$ cat src/rtl/fetch_sequencer_pkg.sv
// Shared fetch constants, FSM encoding, buffer entry layout and the legal-PC check.
package fetch_sequencer_pkg;

    localparam logic [31:0] DEF_BASE_ADDR = 32'h0000_3000;
    localparam int unsigned DEF_IM_WORDS  = 4096;
    localparam int unsigned DEF_BUF_DEPTH = 2;

    typedef enum logic [1:0] {
        ST_RUN   = 2'b00,
        ST_HALT  = 2'b01,
        ST_FAULT = 2'b10
    } fetch_state_e;

    typedef struct packed {
        logic [31:0] pc;
        logic [31:0] instr;
    } fetch_entry_t;

    // 33-bit compare so a window touching the top of the address space cannot wrap.
    function automatic logic pc_legal(input logic [31:0] pc,
                                      input logic [31:0] base,
                                      input logic [31:0] words);
        logic [32:0] lo;
        logic [32:0] hi;
        logic [32:0] p;
        lo = {1'b0, base};
        hi = lo + ({1'b0, words} << 2);
        p  = {1'b0, pc};
        return (pc[1:0] == 2'b00) && (p >= lo) && (p < hi);
    endfunction

endpackage

$ cat src/rtl/fetch_buffer.sv
// Circular prefetch FIFO of {pc, instr}; head is visible the cycle after the push.
// Flush wins over push/pop; a push while full is only accepted together with a pop.
module fetch_buffer
    import fetch_sequencer_pkg::*;
#(
    parameter  int unsigned DEPTH = DEF_BUF_DEPTH,
    localparam int unsigned PTR_W = $clog2(DEPTH),
    localparam int unsigned CNT_W = $clog2(DEPTH) + 1
) (
    input  logic             clk,
    input  logic             reset_n,
    input  logic             push,
    input  fetch_entry_t     push_dat,
    input  logic             pop,
    input  logic             flush,
    output fetch_entry_t     head_dat,
    output logic             full,
    output logic             empty,
    output logic [CNT_W-1:0] count
);

    fetch_entry_t     mem_q [DEPTH];
    fetch_entry_t     mem_d [DEPTH];
    logic [PTR_W-1:0] head_q, head_d;
    logic [PTR_W-1:0] tail_q, tail_d;
    logic [CNT_W-1:0] count_q, count_d;
    logic             do_push;
    logic             do_pop;

    always_comb begin
        do_pop  = pop && (count_q != '0);
        do_push = push && ((count_q != CNT_W'(DEPTH)) || do_pop);
        mem_d   = mem_q;
        head_d  = head_q;
        tail_d  = tail_q;
        count_d = count_q;
        if (flush) begin
            head_d  = '0;
            tail_d  = '0;
            count_d = '0;
        end else begin
            if (do_push) begin
                mem_d[tail_q] = push_dat;
                tail_d        = tail_q + PTR_W'(1);
            end
            if (do_pop) begin
                head_d = head_q + PTR_W'(1);
            end
            count_d = count_q + CNT_W'(do_push) - CNT_W'(do_pop);
        end
    end

    always_ff @(posedge clk or negedge reset_n) begin
        if (!reset_n) begin
            for (int i = 0; i < int'(DEPTH); i++) begin
                mem_q[i] <= '0;
            end
            head_q  <= '0;
            tail_q  <= '0;
            count_q <= '0;
        end else begin
            mem_q   <= mem_d;
            head_q  <= head_d;
            tail_q  <= tail_d;
            count_q <= count_d;
        end
    end

    assign head_dat = mem_q[head_q];
    assign full     = (count_q == CNT_W'(DEPTH));
    assign empty    = (count_q == '0);
    assign count    = count_q;

endmodule

$ cat src/rtl/fetch_sequencer.sv
// Instruction fetch controller: owns the PC, reads the combinational ROM, feeds decode.
// ROM word enters the buffer at the fetch edge (head one cycle later); stalls when the buffer is full.
module fetch_sequencer
    import fetch_sequencer_pkg::*;
#(
    parameter logic [31:0] BASE_ADDR = DEF_BASE_ADDR,
    parameter int unsigned IM_WORDS  = DEF_IM_WORDS,
    parameter int unsigned BUF_DEPTH = DEF_BUF_DEPTH
) (
    input  logic        clk,
    input  logic        reset_n,
    input  logic        halt_req,
    input  logic        redirect_valid,
    input  logic [31:0] redirect_pc,
    output logic [31:0] im_pc,
    input  logic [31:0] im_instr,
    output logic        if_valid,
    input  logic        if_ready,
    output logic [31:0] if_instr,
    output logic [31:0] if_pc,
    output logic        fetch_fault,
    output logic [31:0] fault_pc,
    output logic [1:0]  state_o
);

    localparam int unsigned CNT_W = $clog2(BUF_DEPTH) + 1;

    fetch_state_e     state_q, state_d;
    logic [31:0]      pc_q, pc_d;
    logic             fault_q, fault_d;
    logic [31:0]      fault_pc_q, fault_pc_d;

    fetch_entry_t     head_dat;
    fetch_entry_t     push_dat;
    logic             buf_full;
    logic             buf_empty;
    logic [CNT_W-1:0] buf_count;
    logic             pop;
    logic             pc_ok;
    logic             try_fetch;
    logic             push;

    assign pop       = if_valid && if_ready;
    assign pc_ok     = pc_legal(pc_q, BASE_ADDR, IM_WORDS);
    // A fetch "would occur" only when every gate except PC legality is open.
    assign try_fetch = (state_q == ST_RUN) && !redirect_valid && !halt_req && (!buf_full || pop);
    assign push      = try_fetch && pc_ok;
    assign push_dat  = '{pc: pc_q, instr: im_instr};

    always_comb begin
        state_d    = state_q;
        pc_d       = pc_q;
        fault_d    = fault_q;
        fault_pc_d = fault_pc_q;
        if (redirect_valid) begin
            pc_d       = redirect_pc;
            fault_d    = 1'b0;
            fault_pc_d = '0;
            state_d    = (state_q == ST_HALT && halt_req) ? ST_HALT : ST_RUN;
        end else begin
            unique case (state_q)
                ST_RUN: begin
                    if (halt_req) begin
                        state_d = ST_HALT;
                    end else if (try_fetch && !pc_ok) begin
                        state_d    = ST_FAULT;
                        fault_d    = 1'b1;
                        fault_pc_d = pc_q;
                    end else if (push) begin
                        pc_d = pc_q + 32'd4;
                    end
                end
                ST_HALT: begin
                    if (!halt_req) begin
                        state_d = ST_RUN;
                    end
                end
                default: begin
                    state_d = ST_FAULT;
                end
            endcase
        end
    end

    always_ff @(posedge clk or negedge reset_n) begin
        if (!reset_n) begin
            state_q    <= ST_RUN;
            pc_q       <= BASE_ADDR;
            fault_q    <= 1'b0;
            fault_pc_q <= '0;
        end else begin
            state_q    <= state_d;
            pc_q       <= pc_d;
            fault_q    <= fault_d;
            fault_pc_q <= fault_pc_d;
        end
    end

    fetch_buffer #(
        .DEPTH (BUF_DEPTH)
    ) u_fetch_buffer (
        .clk      (clk),
        .reset_n  (reset_n),
        .push     (push),
        .push_dat (push_dat),
        .pop      (pop),
        .flush    (redirect_valid),
        .head_dat (head_dat),
        .full     (buf_full),
        .empty    (buf_empty),
        .count    (buf_count)
    );

    assign im_pc       = pc_q;
    assign if_valid    = !buf_empty;
    assign if_instr    = head_dat.instr;
    assign if_pc       = head_dat.pc;
    assign fetch_fault = fault_q;
    assign fault_pc    = fault_pc_q;
    assign state_o     = state_q;

    a_count_bound : assert property (@(posedge clk) disable iff (!reset_n)
        buf_count <= CNT_W'(BUF_DEPTH));

endmodule
$ cat config.mk
export PLATFORM = sky130hd
export DESIGN_NAME = fetch_sequencer
export DESIGN_NICKNAME = d
export VERILOG_FILES = /design/src/rtl/fetch_sequencer_pkg.sv /design/src/rtl/fetch_buffer.sv /design/src/rtl/fetch_sequencer.sv
export SDC_FILE = /design/constraint.sdc
export NUM_CORES = 1
export LEC_CHECK = 0
export CAP_MARGIN = 20
export CORE_MARGIN = 2
export CORE_UTILIZATION = 51
export CTS_CLUSTER_SIZE = 14
export DETAILED_ROUTE_END_ITERATION = 12
export GPL_ROUTABILITY_DRIVEN = 0
export HOLD_SLACK_MARGIN = 0.1
export PLACE_DENSITY = 0.91
export SLEW_MARGIN = 15
export SYNTH_ARGS = -nofsm -noshare
export SYNTH_HDL_FRONTEND = slang
export SYNTH_SLANG_ARGS = --single-unit
$ cat constraint.sdc
create_clock -name clk -period 3.4 [get_ports clk]
set_clock_uncertainty 0.15 [all_clocks]
set_input_delay 0.68 -clock clk [delete_from_list [all_inputs] [get_ports clk]]
set_output_delay 0.68 -clock clk [all_outputs]
set_load 0.01 [all_outputs]
# Yosys cells after proc, flatten, opt, wreduce, memory -nomap -nowiden
# Index checks and enable logic that the tools add are counted.
# word_totals
latch_bits,0
output_inout_bits,132
ram_bits,0
mem_count,0
wordCells,93
regBits,199
input_bits,69
mem_bits_ro,0
# op_classes
multipliers,0
reduce_logical,32
n_shift,0
magnitude_cmp,5
add_sub_neg,5
n_div,0
bitwise,3
mux,30
n_eq_ne,7
# ops
op,count
$mux W32,9
$mux W64,4
$bwmux W128,1
$demux W64 S1,1
$add A32 B3 Y32 const B,1
$ge A32 B14 Y1 const B,1
$lt A32 B15 Y1 const B,1
$logic_and A1 B1 Y1,12
$reduce_bool A2 Y1,6
$mux W2,5
$mux W1,9
$logic_not A2 Y1,3
$logic_not A1 Y1,5
$ge A2 B2 Y1 const B,2
$ne A2 B2 Y1 const B,2
$ne A4 B3 Y1 const B,1
$not A1 Y2,2
$pmux W2 S2,1
$reduce_and A2 Y1,2
$reduce_and A4 Y1,1
$ne A3 B3 Y1 const B,1
$reduce_and A3 Y1,1
$add A1 B1 Y1 const B,2
$add A2 B1 Y2,1
other kinds (7),8

# Depth between registers and ports, before layout
# Gate-level depths: netlist of the first run.
# depth
ltp_word,11
ltp_mapped,7
depth_no_buf,7

# Cells and area by module
# A second synthesis of the first run with hierarchy kept.
# unflattened
cells_unflattened,663
hier_area_um2,8963.6
# modules_own_cells
mod,instances,seq_area_each_um2,cells_each,area_per_inst_um2
fetch_buffer,1,3303.2,365,5979.5
fetch_sequencer,1,1679.1,298,2984.1

# Worst setup path before layout of the first run
# Ideal clock, no wire load.
# synth_timing
path_type,input port to flip-flop
startpoint,in redirect_valid
endpoint,reg u_fetch_buffer.mem_q[66] in the netlist's numbering
path_buffers,2
arrival_time_ps,2251
setup_time_ps,125
t_required_ps,3125
stages,7
slack_ps,874
path_cell_list,nor4_2 -> o21ai_2 -> nor4_1 -> nor2b_1 -> buf_2 -> buf_2 -> mux2_2
# synth_between
elab_chain_len,7
word_cells_on_any_way,8
cone_classes,1 x bitwise; 7 x reduce/logical
# synth_lines
item,line_no,text
"start, declared",fetch_sequencer.sv:13,"input logic redirect_valid,"
$logic_not A1 Y1,fetch_sequencer.sv:46,assign try_fetch = (state_q == ST_RUN) && !redirect_valid && !halt_req && (!buf_full || pop);
$logic_and A1 B1 Y1 (3 in series),fetch_sequencer.sv:46,
$logic_and A1 B1 Y1,fetch_sequencer.sv:47,assign push = try_fetch && pc_ok;
$logic_and A1 B1 Y1,fetch_buffer.sv:32,do_push = push && ((count_q != CNT_W'(DEPTH)) || do_pop);
$reduce_and A2 Y1 (no line) (*),n/a,
"end signal, assigned",fetch_buffer.sv:62,mem_q <= mem_d;
"end, declared",fetch_buffer.sv:22,fetch_entry_t mem_q [DEPTH];
# Every way passes the cells marked *; elsewhere a longest branch is shown, timed or not.
# A chain may end at the register's enable or synchronous reset.

# Worst setup path in the final report of the first run
# layout_timing
startpoint,reg u_fetch_buffer.head_q
endpoint,out if_instr[15]
# layout_between
elab_chain_len,4
# layout_lines
item,line_no,text
"start, declared",fetch_buffer.sv:24,"logic [PTR_W-1:0] head_q, head_d;"
"start signal, assigned",fetch_buffer.sv:58,head_q <= '0;
"start signal, assigned",fetch_buffer.sv:63,head_q <= head_d;
$not A1 Y2 (not written as such),fetch_buffer.sv:69,assign head_dat = mem_q[head_q];
$mux W64 (not written as such) (3 in series),fetch_buffer.sv:69,
"end, declared",fetch_sequencer.sv:19,"output logic [31:0] if_instr,"
# Every way passes these cells. The select of a mux whose other input is x is not followed.

==> results of run 1 <==
-- area by class of cell --
type | count | area share (%)
Clock buffer | 17 | 3.71
Inverter | 11 | 0.360
Sequential cell | 199 | 43.5
Multi-Input combinational cell | 370 | 29.7
Clock inverter | 15 | 1.46
Tap cell | 220 | 2.40
Timing Repair Buffer | 210 | 18.9
-- synth_stat cells (4+ instances only) --
cell,instances
clkbuf_1,19
a31oi_1,9
ha_1,4
nor2b_1,48
nand2_1,10
dfrtp_1,197
o31ai_1,8
or4_1,10
mux2_2,200
mux2i_1,6
nor4_2,5
nand4_1,4
inv_1,11
and2_1,20
nor2_1,15
buf_2,8
-- logic make-up (layout without fill, tap and decap cells) --
family	Yosys count	in the layout
AND/OR/NAND/NOR	125	125
flip-flops	199	199
buffers and inverters	48	253
adder cells (fa/ha/maj)	4	4
AO/OA/AOI/OAI	29	29
XOR/XNOR	5	5
multiplexers	207	207
-- flip-flops by register name (all words and copies together) (netlist names) --
register,count
u_fetch_buffer.tail_q,1
state_o,2
fetch_fault,1
u_fetch_buffer.mem_q,128
im_pc,32
u_fetch_buffer.count,2
fault_pc,32
u_fetch_buffer.head_q,1
-- through the flow --
step	power (mW)	std cells	worst slack, ns	util [%]
3_3_place_gp	3.31	1010	0.364	65.8
5_1_grt	5.53	1042	0.260	69.4
6_report	5.33	1042	0.346	69.4
2_1_floorplan	2.90	617	0.874	-
3_5_place_dp	3.33	1010	0.286	65.8
4_1_cts	5.38	1042	0.319	69.4
-- power breakdown --
group	total, mW	leakage, nW	internal [mW]	switching (mW)
clock	2.04	0.290	1.11	0.939
combinational	0.712	2.38	0.407	0.304
sequential	2.57	2.67	2.46	0.110
total	5.33	5.34	3.97	1.35
-- critical path: stages, from the launching register on --
cell and delay [ns]:
dfrtp_2 0.64, buf_12 0.27, mux2_2 0.37, clkdlybuf4s50_1 0.50
-- layer usage --
metal  global-route usage [%]  up-vias  share of wire, %
li1                         -     2561                 -
met1                     29.1     2788                43
met2                     35.2      191                47
met3                     7.52       16               8.5
met4                     6.15        0               1.2
met5                        0        -                 0
-- final timing paths --
path                                     startpoint                       end  slack, ns  cells after the start
max                           u_fetch_buffer.head_q              if_instr[15]       0.35                      3
min                                         reset_n   u_fetch_buffer.mem_q[5]       0.12                      1
max reg2reg                               im_pc[22]  u_fetch_buffer.mem_q[75]       0.67                      6
min reg2reg                u_fetch_buffer.mem_q[47]  u_fetch_buffer.mem_q[47]       0.33                      1
max in group asynchronous                   reset_n                 im_pc[12]       2.22                      2
min in group clk           u_fetch_buffer.mem_q[47]  u_fetch_buffer.mem_q[47]       0.33                      1
==> impl.org, run 1 <==
** Critical path
- Path type of the worst setup path :: flip-flop to primary output
- Crit path required time :: 2.57 ns
- At the worst endpoint, the arrival time is 2.22 ns.
- Sort of element at the start of the critical path :: flip-flop
- CP endpoint kind :: primary output
- Along the worst path, the maximum fanout reaches 31.

** Status
- The run finished with clean final reports.

** GRT
- The number of antenna violations at the first check in global routing came to 0.
- Sum of overflow across all layers after global routing :: 0
- Via count of the first global-routing pass :: 5,845
- Pin count of the biggest net entering global routing :: 78
- The first global-routing pass estimated 31,100 um of wire.
- All-layer global routing usage :: 22.1%

** CTS
- The number of clock buffers added by TritonCTS is 17.
- In this run the number of H-tree levels came out at 4.
- Setup Fix Bufs, Post-CTS :: 0
- Maximum clock path buffer count :: 2
- Worst-Skew Late Latency :: 0.43 ns
- Clock root buffer :: clkbuf_16
- The tree built by TritonCTS fans out to 199 sinks.
- Clock-pin slew was measured on the worst setup and hold paths at 0.08 ns.
- Post-CTS repair changed the size of 0 cells.
- Clock tree from TritonCTS :: yes
- In this run, post-CTS hold repair placed 0 buffers.

** Die
- In this run the horizontal extent of the chip is 134 um.
- Row count :: 47
- Floorplan die area :: 17,900 um2
- Pin placement for this block handled 201 I/O pins.
- Core box area :: 16,500 um2
- The die is 134 um tall.
- Starting utilization of the core area :: 52.1%

** Layout
- The number of antenna diodes in the final layout is 0.
- Number of fill cells :: 1,126
- Most common library cell in the layout ignoring fill and taps :: mux2_2
- Most frequent cells in the layout :: mux2_2 (200), clkdlybuf4s50_1 (198), dfrtp_1 (196), nor2b_1 (47), and2_1 (20)
- Registers take 4980 um2.
- The finished cells cover 11,500 um2.
- In the final layout, the share of cells above drive strength 1 is 31.9%.
- Relative to the synthesized area, the layout overhead comes to 33.1%.
- In the final layout, the multi-input gates occupy 3400 um2.
- Final net count :: 882

** Logic synthesis
- Main combinational cell family by area after synthesis :: multiplexers
- Cells after Synth :: 617
- The synthesized netlist devotes 8.91% of its cell area to simple gates.
- Cell accounting for the most synthesized area :: dfrtp_1
- Number of enable-type register cells in the synthesized netlist :: 0
- A synthesized cell averages 14.0 um2.
- Number of storage elements in the synthesis netlist :: 199
- Share of the synthesized area in compound gates (AO/OA/AOI/OAI) :: 2.35%
- Share of the yosys chip area belonging to registers :: 57.9%
- The netlist uses 43 different library cells.
- Post-synthesis mux area share :: 27.0%
- Xor/xnor share of the synthesized area :: 0.509%
- The synthesized netlist devotes 0.581% of its cell area to adder and majority cells.
- Sorting the synthesized cells by area gives the leading types as dfrtp_1 (57%), mux2_2 (26%), nor2b_1 (3.5%).
- The number of nets handed over by synthesis was 690.
- Of all flip-flops after synthesis, the portion carrying an async set or reset was 100%.
- The synthesized design devotes to its leading area cell type 57.3% of total area.
- After synthesis the cells add up to 8610 um2.
- The Yosys step of the flow raised 0 warnings.
- The most used flip-flop cell after synthesis is dfrtp_1.

** Timing
- Rel. slew slack :: 41.8%
- The count of final max-slew check failures came to 0.
- Setup_tns :: 0 ns
- The routed design could run at a clock period as short as 3.05 ns.
- Unrepaired setup endpoints after global routing :: no
- Maximum operating frequency :: 327 MHz
- Share of the cycle needed by the critical path after routing :: 89.8%
- For the pin with the worst max-slew slack, the measured transition is 0.873 ns.
- The number of endpoints with negative hold slack in the final report came to 0.
- Hold is met by 0.123 ns.
- Setup violations, final :: 0

** Power and ir drop
- For this design the ratio of total power to cell area is 465 nW/um2.
- Maximum VDD drop :: 386 uV
- Static leakage :: 5.34 nW

** Route
- In this run the remaining antenna-violating nets after routing total 0.
- Overall via count from detail_route :: 5,556
- For this run, design rule violations remaining after detail routing come to 0.
- First-pass detailed-route iteration total :: 4
- Post-detailed-route wirelength per cell :: 18.5 um
- For this block, the routed nets add up to 19,300 um of wire.
- First-iteration detailed-routing DRC count :: 363
- Dividing the detail-routed via count by the number of cells gives 5.33.

** Placed design
- After legalization and detailed placement, the total HPWL measured 12,600 um.
- During placement, the flow inserted port buffers numbering 200.
- In this run the cell area measured after placement is 10,900 um2.

** Hold path
- Path category of the worst min-delay check :: input port to async pin

** Flow run
- Max-cap violations :: 0
(Power assumes the default switching activity.)
==> run 2, diff against run 1 <==
- ABC_AREA: default -> 1
- CORE_UTILIZATION: 51 -> 30
- PLACE_DENSITY: 0.91 -> 0.63
==> impl.org, run 2 <==
** Status
- Outcome :: finished, final reports clean

** Timing
- Setup repair after global routing left no endpoint under its margin.
- The worst pin sits at a relative slew slack of 47.7%.
- Setup_tns :: 0 ns
- Derived from the worst setup path, the maximum achievable clock frequency is 320 MHz.
- Slew Viols, Final :: 0
- Subtracting the final worst setup slack from the clock period gives 3.13 ns.
- The tightest hold path in the finished design has a slack of 0.121 ns.
- The worst path meets setup with 0.273 ns of slack.
- Setup violations, final :: 0
- Actual slew at the worst max-slew pin :: 0.784 ns
- Share of the cycle needed by the critical path after routing :: 92.0%
- Hold violation total from the final report :: 0

** Route
- DRC violations left :: 0
- In this run the remaining antenna-violating nets after routing total 0.
- Post-detailed-route wirelength per cell :: 14.1 um
- Overall via count from detail_route :: 7,181
- Final WL :: 22,900 um
- Routed via count divided by cell count :: 4.42
- After the first detailed-routing iteration, the DRC count stood at 514.
- Before antenna repair, the detailed router went through 7 iterations.

** Placed design
- Placement-stage cell area :: 11,000 um2
- At the placement stage, the worst setup path has a slack of 0.672 ns.
- During placement, the flow inserted port buffers numbering 200.
- Detailed placement ended at an HPWL of 15,200 um.
- Once placement completed, the tool counted placed cells totaling 1,594.

** GRT
- Antenna violations before repair :: 0
- All-layer global routing usage :: 15.5%
- Entering global routing, the biggest net connects 85 pins.
- Via count of the first global-routing pass :: 6,842
- The first global-routing pass estimated 37,300 um of wire.
- Sum of overflow across all layers after global routing :: 0

** Logic synthesis
- Counting every instance in the synthesized netlist gives 1,052.
- After synthesis, the largest area contributor takes up 57.2% of total cell area.
- Cell accounting for the most synthesized area :: dfrtp_1
- Ranked by instance count, the synthesized netlist is headed by nand2_1 (389), dfrtp_1 (197), o21ai_0 (139).
- Summing every instance area after synthesis gives 8620 um2.
- Warning count from the yosys run :: 0
- Number of enable-type register cells in the synthesized netlist :: 0
- Share of the yosys chip area belonging to registers :: 57.8%
- Number of storage elements in the synthesis netlist :: 199
- The most used flip-flop cell after synthesis is dfrtp_1.
- Post-synthesis area per instance :: 8.20 um2
- After synthesis, the share of flip-flops with an asynchronous set or reset is 100%.
- Net count after synthesis :: 1,125
- nand2_1 is the most common cell in the netlist.
- Ranking of synthesized cells by area :: dfrtp_1 (57%), nand2_1 (17%), o21ai_0 (8.1%)
- In this run, distinct cell masters in the synthesized netlist total 30.

** CTS
- Total of hold buffers inserted after clock tree synthesis :: 0
- Number of sinks on the clock net :: 199
- Maximum clock path buffer count :: 2
- Clock root buffer :: clkbuf_16
- Buffers added to address setup during post-CTS repair amount to 0.
- Worst-Skew Late Latency :: 0.43 ns
- Clock tree from TritonCTS :: yes
- TritonCTS created 17 clock buffers.
- Number of H-tree levels :: 4
- Clock slew at the register clock pins of the worst setup and hold paths :: 0.08 ns
- Once the clock tree was built, the resizer swapped 0 gates to a different size.

** Critical path
- Of all nets on the critical path, the largest fanout is 26.
- The critical path is of the flip-flop to primary output type.
- For the worst setup path, the data required time is 2.57 ns.
- STA classifies the critical path startpoint as a flip-flop.
- Data arrival, critical path :: 2.30 ns
- Number of cells on the worst reg-to-reg path :: 9
- CP endpoint kind :: primary output

** Layout
- Most frequent cells in the layout :: nand2_1 (388), clkdlybuf4s50_1 (199), dfrtp_1 (196), o21ai_0 (139), inv_1 (105)
- Cells fill 40.7% of the core in the end.
- Final instance area :: 11,600 um2
- Most common library cell in the layout ignoring fill and taps :: nand2_1
- Area added between synthesis and finish :: 34.3%
- Ranked by flip-flop count, first place goes to u_fetch_buffer.mem_q.
- The register with the most flip-flops in the layout has 128 of them.
- In the final layout, the share of cells above drive strength 1 is 5.07%.
- At the end of the flow, the number of nets in the layout was 1,302.
- Antenna diode count :: 0
- Final Instance Count excl. Fillers :: 1,626

** Die
- In this run the core area contains 62 standard-cell rows.
- In this run the count of I/O pins placed on the die edge is 201.
- The floorplan step defined a core boundary enclosing 28,500 um2.
- Starting utilization of the core area :: 30.3%
- Die Height :: 174 um
- Horizontal die dimension :: 174 um
- The die covers 30,100 um2.

** Power and ir drop
- Power spread over the standard cell area amounts to 459 nW/um2.
- Maximum VDD drop :: 323 uV
- The design draws 5.31 mW.
- Static leakage :: 5.62 nW

** Hold path
- Path category of the worst min-delay check :: input port to async pin

** Flow run
- Max-cap violations :: 0
## run 2: worst max-delay path, cell delays in order, from the launching register on
cell	delay (ns)
dfrtp_2	0.43
inv_2	0.45
buf_4	0.30
nand2_1	0.07
nand2_1	0.09
clkdlybuf4s50_1	0.53
## run 2: cells by family (layout without fill, tap and decap cells)
kind of cell	count (synthesis)	after routing	synth area share [%]
compound gates	155	155	9.11
flops	199	199	57.8
fa+ha+maj	4	4	0.580
simple gates	524	524	24.3
xor+xnor	3	3	0.305
buf+inv	167	357	7.89
## run 2: cell type report
cell class              instances  area, um2
fillers                      2939      16900
clock buffers                  19        433
inverters                     111        419
multi-input cells             686       2960
repair buffers                214       2170
clock inverters                13        128
well taps                     384        480
flip-flops and latches        199       4980
## run 2: where the power goes
group | switching [mW] | total, mW | leakage, nW | internal, mW
logic | 0.435 | 0.806 | 2.84 | 0.370
registers | 0.0841 | 2.53 | 2.50 | 2.45
clock network | 0.998 | 1.98 | 0.278 | 0.981
## run 2: final timing paths
check                                             to                      start  slack [ns]
max                                     if_instr[16]      u_fetch_buffer.head_q        0.27
min                                     fault_pc[15]                    reset_n        0.12
max reg2reg                 u_fetch_buffer.mem_q[76]                  im_pc[29]        1.14
min reg2reg                u_fetch_buffer.mem_q[127]  u_fetch_buffer.mem_q[127]        0.34
max in group asynchronous   u_fetch_buffer.mem_q[24]                    reset_n        2.21
min in group clk           u_fetch_buffer.mem_q[127]  u_fetch_buffer.mem_q[127]        0.34
## run 2: metal layers
metal  GRT usage, %  vias to the layer above  share of wire (%)
li1               -                     3612                  -
met4           2.86                        0               0.61
met5              0                        -                  0
met1           21.3                     3339                 47
met3           6.07                       10                8.1
met2           23.4                      220                 44
==> run 3, diff against run 2 <==
- PLACE_DENSITY: 0.63 -> 0.62
- SYNTH_HIERARCHICAL: default -> 1
==> impl.org, run 3 <==
** Status
- Outcome :: finished, final reports clean

** Timing
- Share of the cycle needed by the critical path after routing :: 93.6%
- Setup repair after global routing left no endpoint under its margin.
- Based on the critical path, the design can be clocked at up to 314 MHz.
- The number of endpoints with negative hold slack in the final report came to 0.
- The tightest hold path in the finished design has a slack of 0.103 ns.
- In this run the tightest slew margin relative to its limit is 41.2%.
- Slew Viols, Final :: 0
- Setup violations, final :: 0
- Setup_tns :: 0 ns
- Actual slew at the worst max-slew pin :: 0.881 ns
- The worst path meets setup with 0.218 ns of slack.
- The worst path in the final design needs a cycle of 3.18 ns, including I/O delays and setup.

** Logic synthesis
- Yosys top cell area share :: 50.8%
- Cell area after synthesis :: 9710 um2
- Number of enable-type register cells in the synthesized netlist :: 0
- Cell accounting for the most synthesized area :: dfrtp_1
- Most instantiated library cell after synthesis :: nand2_1
- After synthesis, the cell types taking the most area are dfrtp_1 (51%), nand2_1 (23%), nand4_1 (8.5%).
- Synth unique cells :: 27
- Post-synthesis area per instance :: 7.92 um2
- By count the netlist is led by nand2_1 (605), dfrtp_1 (197), nand4_1 (132).
- Warning count from the yosys run :: 6
- Cells after Synth :: 1,225
- The most used flip-flop cell after synthesis is dfrtp_1.
- Fraction of registers with async set/reset :: 100%
- Counting flops and latches in the post-synthesis netlist gives 199.
- Synthesis produced a netlist with a net count of 1,298.
- The share of the Yosys chip area taken by registers is 51.3%.

** Placed design
- Counting tap cells, the placed design contains a total of 1,761 instances.
- After legalization and detailed placement, the total HPWL measured 18,700 um.
- Post-placement setup slack :: 0.416 ns
- Quantity of I/O buffers inserted on ports :: 200

** Route
- Routed via count divided by cell count :: 4.95
- Count of antenna-violating nets left after detailed routing :: 0
- After the first detailed-routing iteration, the DRC count stood at 624.
- DRC violations left :: 0
- Overall via count from detail_route :: 8,876
- Post-detailed-route wirelength per cell :: 16.8 um
- First-pass detailed-route iteration total :: 5
- Final WL :: 30,000 um

** Critical path
- Sort of element at the start of the critical path :: flip-flop
- Together, buffers and inverters on the worst path number 2.
- Traced cell by cell, the critical path runs through buf_4, nand2_1, nand2_1, clkdlybuf4s50_1.
- Crit path depth :: 4
- Slowest cell on the critical path :: clkdlybuf4s50_1
- CP endpoint kind :: primary output
- Of all nets on the critical path, the largest fanout is 65.
- Flop2flop setup slack :: 0.92 ns
- Path type of the worst setup path :: flip-flop to primary output
- CP max stage delay :: 0.66 ns
- Most frequent CP cell :: nand2_1
- Crit path required time :: 2.57 ns
- On the critical path the largest part of the delay comes from buffers and inverters.
- Number of cells on the worst reg-to-reg path :: 9
- Data arrival, critical path :: 2.35 ns

** Power and ir drop
- In this run the static leakage power is 6.42 nW.
- In this run the power density over the cells is 421 nW/um2.
- The worst-case IR drop observed on VDD is 374 uV.
- Post-route total power :: 5.29 mW

** Die
- In this run the core area contains 65 standard-cell rows.
- Starting utilization of the core area :: 30.6%
- Horizontal die dimension :: 184 um
- The total area inside the core boundary comes to 31,700 um2.
- Die Height :: 184 um
- The floorplan step defined a die boundary enclosing 33,800 um2.
- 201 I/O pins were placed.

** CTS
- Clock root buffer :: clkbuf_16
- Buffers inserted to repair hold after CTS numbered 0.
- Maximum clock path buffer count :: 2
- Clock slew at the register clock pins of the worst setup and hold paths :: 0.08 ns
- Number of sinks on the clock net :: 199
- CTS built an H-tree with a depth of 4.
- Clock tree from TritonCTS :: yes
- Total CTS buffers :: 17
- Post-CTS timing repair inserted 0 buffers for setup.
- Count of cells resized by post-cts repair :: 0
- Worst-Skew Late Latency :: 0.46 ns

** GRT
- Antenna violations before repair :: 0
- The first global-routing pass estimated 48,000 um of wire.
- Entering global routing, the biggest net connects 93 pins.
- After global routing the overflow that remains totals 0.
- Via count of the first global-routing pass :: 8,620
- All-layer global routing usage :: 18.1%

** Layout
- The register with the most flip-flops in the layout has 128 of them.
- Final net count :: 1,451
- Number of fill cells :: 3,302
- Register bank with the most flops :: u_fetch_buffer/mem_q
- Area added between synthesis and finish :: 29.4%
- In the layout the commonest cells are nand2_1 (605), clkdlybuf4s50_1 (198), dfrtp_1 (196), nand4_1 (132), nand3_1 (78).
- Excluding fillers, the count of instances in the completed layout stands at 1,793.
- Share of cells above drive strength 1 :: 7.26%
- The library cell used most frequently in the layout, excluding fill and tap cells, is nand2_1.
- Antenna diode count :: 0

** Hold path
- Path category of the worst min-delay check :: input port to async pin

** Flow run
- Across the run, the number of max-cap violations was 0.
run 3: per-layer routing:
layer	wire (um)	track usage, %	vias up
met2	13500	28.4	271
met1	14100	25.1	4310
met3	2180	4.73	21
li1	-	-	4274
met5	0	0	-
met4	314	4.10	0
run 3: worst paths after layout:
path                                     startpoint                        end
min reg2reg                u_fetch_buffer/mem_q[65]   u_fetch_buffer/mem_q[65]
min in group clk           u_fetch_buffer/mem_q[65]   u_fetch_buffer/mem_q[65]
max reg2reg                               im_pc[12]   u_fetch_buffer/mem_q[47]
min                                         reset_n   u_fetch_buffer/mem_q[21]
max                           u_fetch_buffer/head_q                  if_pc[12]
max in group asynchronous                   reset_n  u_fetch_buffer/mem_q[122]
run 3: layout make-up:
cell class	instances	area (um2)	area share (%)
Timing Repair Buffer	228	2270	18.1
Tap cell	402	503	4.01
Inverter	33	126	1.01
Clock buffer	17	425	3.39
Sequential cell	199	4980	39.7
Multi-Input combinational cell	899	4040	32.2
Clock inverter	15	200	1.59
run 3: worst reg2reg max path: stages, from the launching register on:
cell,delay [ns]
dfstp_2,0.66
nand2_1,0.10
nand2_1,0.07
nand2_1,0.06
nor2_2,0.13
nand4_2,0.13
inv_4,0.13
buf_4,0.66
nand4_1,0.19
nand2_1,0.11
run 3: report_power, final:
group | switching (mW) | leakage (nW) | total (mW) | internal [mW]
Sequential | 0.123 | 2.71 | 2.57 | 2.44
Clock | 1.12 | 0.304 | 2.14 | 1.02
Combinational | 0.300 | 3.41 | 0.582 | 0.282
run 3: per-stage QoR:
stage                     util (%)  area (um2)
after detailed placement      37.6       11900
after global placement        37.6       11900
after global routing          39.6       12600
after CTS                     39.6       12600
after floorplan                  -        9710
final                         39.6       12600
run 3: cells by family (layout without fill, tap and decap cells):
group                    after synthesis  count (layout)  share of synthesized area [%]
adder cells (fa/ha/maj)                4               4                          0.516
AND/OR/NAND/NOR                      870             870                           39.2
buffers and inverters                127             293                           7.35
AO/OA/AOI/OAI                         22              22                           1.30
XOR/XNOR                               3               3                          0.271
flip-flops                           199             199                           51.3
